### config.mk
export PLATFORM = sky130hd
export DESIGN_NAME = bcd_to_bin
export DESIGN_NICKNAME = d
export VERILOG_FILES = /design/src/rtl/bcd_to_bin.sv
export SDC_FILE = /design/constraint.sdc
export NUM_CORES = 1
export LEC_CHECK = 0
export BUFFER_PORTS_ARGS = -buffer_cell sky130_fd_sc_hd__buf_2
export CORE_MARGIN = 3
export CORE_UTILIZATION = 35
export DETAILED_ROUTE_END_ITERATION = 10
export PLACE_DENSITY_LB_ADDON = 0.25
export SYNTH_ARGS = -nofsm -noshare
export SYNTH_HDL_FRONTEND = slang
export SYNTH_SLANG_ARGS = --single-unit
### constraint.sdc
create_clock -name clk -period 2.29 [get_ports clk]
set_clock_uncertainty 0.1 [all_clocks]
set_input_delay 0.1145 -clock clk [delete_from_list [all_inputs] [get_ports clk]]
set_output_delay 0.1145 -clock clk [all_outputs]
set_load 0.1 [all_outputs]
### src/rtl/bcd_to_bin.sv
// rtl/bcd_to_bin.sv - sequential packed-BCD to binary converter, one digit per cycle
module bcd_to_bin #(
    parameter int DIGITS = 4,
    parameter int BIN_W  = 14
) (
    input  logic                  clk,
    input  logic                  reset_n,
    input  logic                  start,
    input  logic [4*DIGITS-1:0]   bcd_in,
    output logic                  ready,
    output logic                  done,
    output logic [BIN_W-1:0]      bin_out,
    output logic [3:0]            fout
);

    localparam int CNT_W = (DIGITS > 1) ? $clog2(DIGITS) : 1;

    typedef enum logic [1:0] {
        IDLE = 2'd0,
        CONV = 2'd1,
        DONE = 2'd2
    } state_t;

    state_t                state_q, state_d;
    logic [4*DIGITS-1:0]   sreg_q, sreg_d;
    logic [BIN_W-1:0]      acc_q, acc_d;
    logic [CNT_W-1:0]      cnt_q, cnt_d;
    logic                  err_q, err_d;
    logic                  ready_q, ready_d;
    logic                  done_q, done_d;
    logic [BIN_W-1:0]      bin_q, bin_d;
    logic [3:0]            fout_q, fout_d;

    logic [3:0]            digit;
    logic [BIN_W-1:0]      acc_next;

    // Next-state and datapath: consume the top nibble each CONV cycle, publish results in DONE
    always_comb begin
        state_d = state_q;
        sreg_d  = sreg_q;
        acc_d   = acc_q;
        cnt_d   = cnt_q;
        err_d   = err_q;
        done_d  = 1'b0;
        bin_d   = bin_q;
        fout_d  = fout_q;

        digit    = sreg_q[4*DIGITS-1 -: 4];
        // acc*10 + d evaluated modulo 2^BIN_W; identical to computing wider and truncating
        acc_next = (acc_q << 3) + (acc_q << 1) + BIN_W'(digit);

        case (state_q)
            IDLE: begin
                if (start) begin
                    sreg_d  = bcd_in;
                    acc_d   = '0;
                    cnt_d   = CNT_W'(DIGITS - 1);
                    err_d   = 1'b0;
                    state_d = CONV;
                end
            end
            CONV: begin
                acc_d  = acc_next;
                sreg_d = sreg_q << 4;
                cnt_d  = cnt_q - CNT_W'(1);
                // an invalid digit is remembered but the conversion runs its full length
                if (digit > 4'd9) begin
                    err_d = 1'b1;
                end
                if (cnt_q == '0) begin
                    state_d = DONE;
                end
            end
            DONE: begin
                bin_d   = err_q ? '0 : acc_q;
                fout_d  = {(bin_d == '0), err_q, 2'b00};
                done_d  = 1'b1;
                state_d = IDLE;
            end
            default: begin
                state_d = IDLE;
            end
        endcase

        ready_d = (state_d == IDLE);
    end

    // State and registered outputs; reset returns to an idle, zero-result condition
    always_ff @(posedge clk or negedge reset_n) begin
        if (!reset_n) begin
            state_q <= IDLE;
            sreg_q  <= '0;
            acc_q   <= '0;
            cnt_q   <= '0;
            err_q   <= 1'b0;
            ready_q <= 1'b1;
            done_q  <= 1'b0;
            bin_q   <= '0;
            fout_q  <= 4'b1000;
        end else begin
            state_q <= state_d;
            sreg_q  <= sreg_d;
            acc_q   <= acc_d;
            cnt_q   <= cnt_d;
            err_q   <= err_d;
            ready_q <= ready_d;
            done_q  <= done_d;
            bin_q   <= bin_d;
            fout_q  <= fout_d;
        end
    end

    assign ready   = ready_q;
    assign done    = done_q;
    assign bin_out = bin_q;
    assign fout    = fout_q;

endmodule

==> metrics.log <==
INFO  metric flow.area_growth_from_synthesis = 25.0%
INFO  metric number_of_cts_inserted_buffers = 5
INFO  metric clock.fmax = about 0.42 GHz
INFO  metric die_height = ~97 um
INFO  metric critical_path.slowest_cell = sky130_fd_sc_hd__fa_1
INFO  metric timing_worst_slew_pin_value = approximately 1.0 ns
INFO  metric routedWlPerCell = 13.6 um
INFO  metric setup_viol = 2
INFO  metric postSynth.topFlopCell = sky130_fd_sc_hd__dfrtp_1
INFO  metric max-slew-margin-rel = roughly 33%
INFO  metric synth-async-reset-ratio = between 90% and 100%
INFO  metric floorplan.initialDensity = ~37%
INFO  metric num_io_pins = 39
INFO  metric post-synth-top-count-cell = sky130_fd_sc_hd__nand2_1
INFO  metric yosysWarnings = 0
INFO  metric cpLargestDelayFamily = adder cells
INFO  metric total_buffers_and_inverters_traversed_by_the_critical_path = 1
INFO  metric gp_routability_congestion = 0.842
INFO  metric final_layout_size_suffix_gt1_share = between 20 and 30%
INFO  metric finalMaxSlewViolations = 0
INFO  metric dr_total_vias = around 2300
INFO  metric cp_data_required_time = roughly 2.4 ns
INFO  metric drt_wl_total = approximately 6.5 mm
INFO  metric worstSkewPairLatency = about 0.31 ns
INFO  metric postSynthAreaPerCell = roughly 10 um2
INFO  metric postSynthRegisterBits = 53
INFO  metric num_clock_sinks = 53
INFO  metric syn-instance-count = just under 300
INFO  metric cp_data_arrival_time = 2.47 ns
INFO  metric cell_area_after_technology_mapping = a little under 3000 um2
INFO  metric synth_commonest_cells = sky130_fd_sc_hd__nand2_1, sky130_fd_sc_hd__dfrtp_1, sky130_fd_sc_hd__o21ai_0, sky130_fd_sc_hd__ha_1, sky130_fd_sc_hd__inv_1
INFO  metric detailed_place.area = about 3300 um2
INFO  metric clkSlewWorstSetupHoldPaths = roughly 0.10 ns
INFO  metric post_drt_via_cell_ratio = around 4.8
INFO  metric reg2reg_slack = -0.08 ns
INFO  metric final.period_utilization = 103%
INFO  metric floorplan.die.width = between 90 and 100 um
INFO  metric fp-row-count = 32
INFO  metric tritoncts = done
INFO  metric drcViolationCount = 0
INFO  metric ctsRootBufferMaster = sky130_fd_sc_hd__clkbuf_8
INFO  metric first_iter_violations = 57
INFO  metric overflow = 0
INFO  metric synth_largest_area_cell = sky130_fd_sc_hd__dfrtp_1
INFO  metric stdcell_area = ~3600 um2
INFO  metric grt_pass1_wl = between 10 and 15 mm
INFO  metric criticalPathCategory = reg -> reg
INFO  metric ys_types = between 40 and 50
INFO  metric dpl.hpwl = around 4.7 mm
INFO  metric fin_nets = approximately 410
INFO  metric core_area = 7890 um2
INFO  metric finalWorstPathRequiredPeriod = ~2.4 ns
INFO  metric antenna_cell_count = 0
INFO  metric critPathCaptureType = flop
INFO  metric main_area_contributors_after_synthesis = sky130_fd_sc_hd__dfrtp_1, sky130_fd_sc_hd__ha_1, sky130_fd_sc_hd__nand2_1
INFO  metric rsz0062_at_grt = yes
INFO  metric pre_antenna_drt_iters = 4
INFO  metric worstSetupStartpointType = flop
INFO  metric synth_top_area_share = a little over two fifths
INFO  metric antenna_found_initial = 0
INFO  metric ant_nets = 0
INFO  metric crit_path_cell_trace = inv_2 -> fa_1 -> fa_2 -> nor2b_4 -> o211ai_2 -> a21boi_2 -> o21ai_1 -> a32o_1
INFO  metric die_area = 9430 um2
INFO  metric first_global_vias = roughly 2200
INFO  metric failed_checks = setup timing
INFO  metric grt_usage = roughly 14%
INFO  metric critPathMaxFanout = 6
INFO  metric timing.hold.worst.class = in -> reg
INFO  metric pin_count_of_the_biggest_net_entering_global_routing = 34
INFO  metric final-hold-violation-count = 0
INFO  metric max_stage_delay = approximately 0.52 ns
INFO  metric max_cap_violations = 0
INFO  metric synth-edff-count = 0
INFO  metric post-route-worst-setup-slack = -0.0780 ns
INFO  metric cts_max_level = 2
INFO  metric run_status = finished, violations left
INFO  metric clock_path_buffers = 2
INFO  metric placement.io_buffers = 36
INFO  metric synth_sequential_area_ratio = between 40% and 50%
==> routing by layer <==
| metal | track usage [%] | vias up | share of wire [%] |
|---|---|---|---|
| met3 | 2.87 | 8 | 4.1 |
| met1 | 19.3 | 1064 | 50 |
| met2 | 22.7 | 45 | 45 |
| met4 | 3.24 | 0 | 0.85 |
| met5 | 0 | - | 0 |
| li1 | - | 1177 | - |
==> stage by stage <==
stage	setup slack [ns]	TNS [ns]	std cells	hold WS, ns	utilization, %
global route	-0.196	-0.747	473	0.0381	46.0
detailed placement	-0.115	-0.373	449	0.0151	42.2
global placement	-0.0660	-0.168	449	0.00885	42.2
CTS	-0.0562	-0.0832	471	0.00366	45.5
floorplan	0.0306	0	299	-0.281	-
finish	-0.0780	-0.130	473	0.00599	46.0
==> cells in the final DEF, fill, tap and decap left out, types with 3 or more instances in the layout <==
master | synthesis | routed
sky130_fd_sc_hd__nand2_1 | 57 | 57
sky130_fd_sc_hd__a22o_1 | 4 | 4
sky130_fd_sc_hd__inv_1 | 13 | 9
sky130_fd_sc_hd__xor2_1 | 6 | 6
sky130_fd_sc_hd__clkbuf_8 | 2 | 7
sky130_fd_sc_hd__o21ai_0 | 42 | 40
sky130_fd_sc_hd__dlygate4sd3_1 | 0 | 14
sky130_fd_sc_hd__inv_2 | 0 | 4
sky130_fd_sc_hd__nand3_1 | 5 | 4
sky130_fd_sc_hd__a21oi_1 | 11 | 10
sky130_fd_sc_hd__nor2_1 | 5 | 5
sky130_fd_sc_hd__nor2b_1 | 5 | 5
sky130_fd_sc_hd__o21ai_1 | 1 | 3
sky130_fd_sc_hd__buf_4 | 3 | 30
sky130_fd_sc_hd__buf_2 | 4 | 36
sky130_fd_sc_hd__o211ai_1 | 3 | 3
sky130_fd_sc_hd__nor4_1 | 3 | 3
sky130_fd_sc_hd__mux2i_1 | 12 | 12
sky130_fd_sc_hd__ha_1 | 23 | 20
sky130_fd_sc_hd__dfrtp_1 | 51 | 51
sky130_fd_sc_hd__nor3_1 | 3 | 3
==> final cells by class <==
| cell class | instances | area, um2 |
|---|---|---|
| Clock inverter | 1 | 5.00 |
| Clock buffer | 7 | 96.3 |
| Sequential cell | 53 | 1330 |
| Tap cell | 102 | 128 |
| Multi-Input combinational cell | 217 | 1480 |
| Inverter | 13 | 48.8 |
| Timing Repair Buffer | 80 | 546 |
| Fill cell | 767 | 4260 |
==> repair_timing <==
| item | in CTS | in global routing |
|---|---|---|
| hold endpoints to repair | 31 | 1 |
| endpoints found under the setup margin | 6 | 7 |
| pin swaps | 12 | 9 |
| setup buffers | 1 | 1 |
| hold buffers | 13 | 1 |
| gates resized for setup | 8 | 6 |
==> kinds of logic after synthesis <==
kind of cell / count (synthesis) / synth area share, %
xor+xnor: 8 / 2.41
other cells: 1 / 0.129
mux: 12 / 4.14
compound gates: 78 / 16.7
fa+ha+maj: 25 / 11.3
flops: 53 / 45.8
buf+inv: 29 / 5.00
simple gates: 92 / 14.6
==> state kept, by name, summed over array words and instances, names as in the netlist <==
register,count
acc_q,14
err_q,1
done,1
bin_out,14
cnt_q,2
ready,1
state_q,2
fout,2
sreg_q,16
==> worst reg2reg max path: stages, from the launching register on <==
cell	delay, ns
sky130_fd_sc_hd__dfrtp_1	0.37
sky130_fd_sc_hd__inv_2	0.05
sky130_fd_sc_hd__fa_1	0.52
sky130_fd_sc_hd__fa_2	0.39
sky130_fd_sc_hd__nor2b_4	0.14
sky130_fd_sc_hd__o211ai_2	0.09
sky130_fd_sc_hd__a21boi_2	0.25
sky130_fd_sc_hd__o21ai_1	0.09
sky130_fd_sc_hd__a32o_1	0.25
==> worst paths after layout <==
| kind | start | endpoint | depth (start not counted) |
|---|---|---|---|
| min in group asynchronous | reset_n | acc_q[2] | 2 |
| min reg2reg | bin_out[13] | bin_out[13] | 2 |
| max | acc_q[2] | acc_q[8] | 8 |
| max reg2reg | acc_q[2] | acc_q[8] | 8 |
| min | bcd_in[6] | sreg_q[6] | 3 |
| max in group asynchronous | reset_n | fout[3] | 3 |
Power is not shown: default switching activity piles up to over one toggle a cycle in this logic, so the estimate is an artifact.
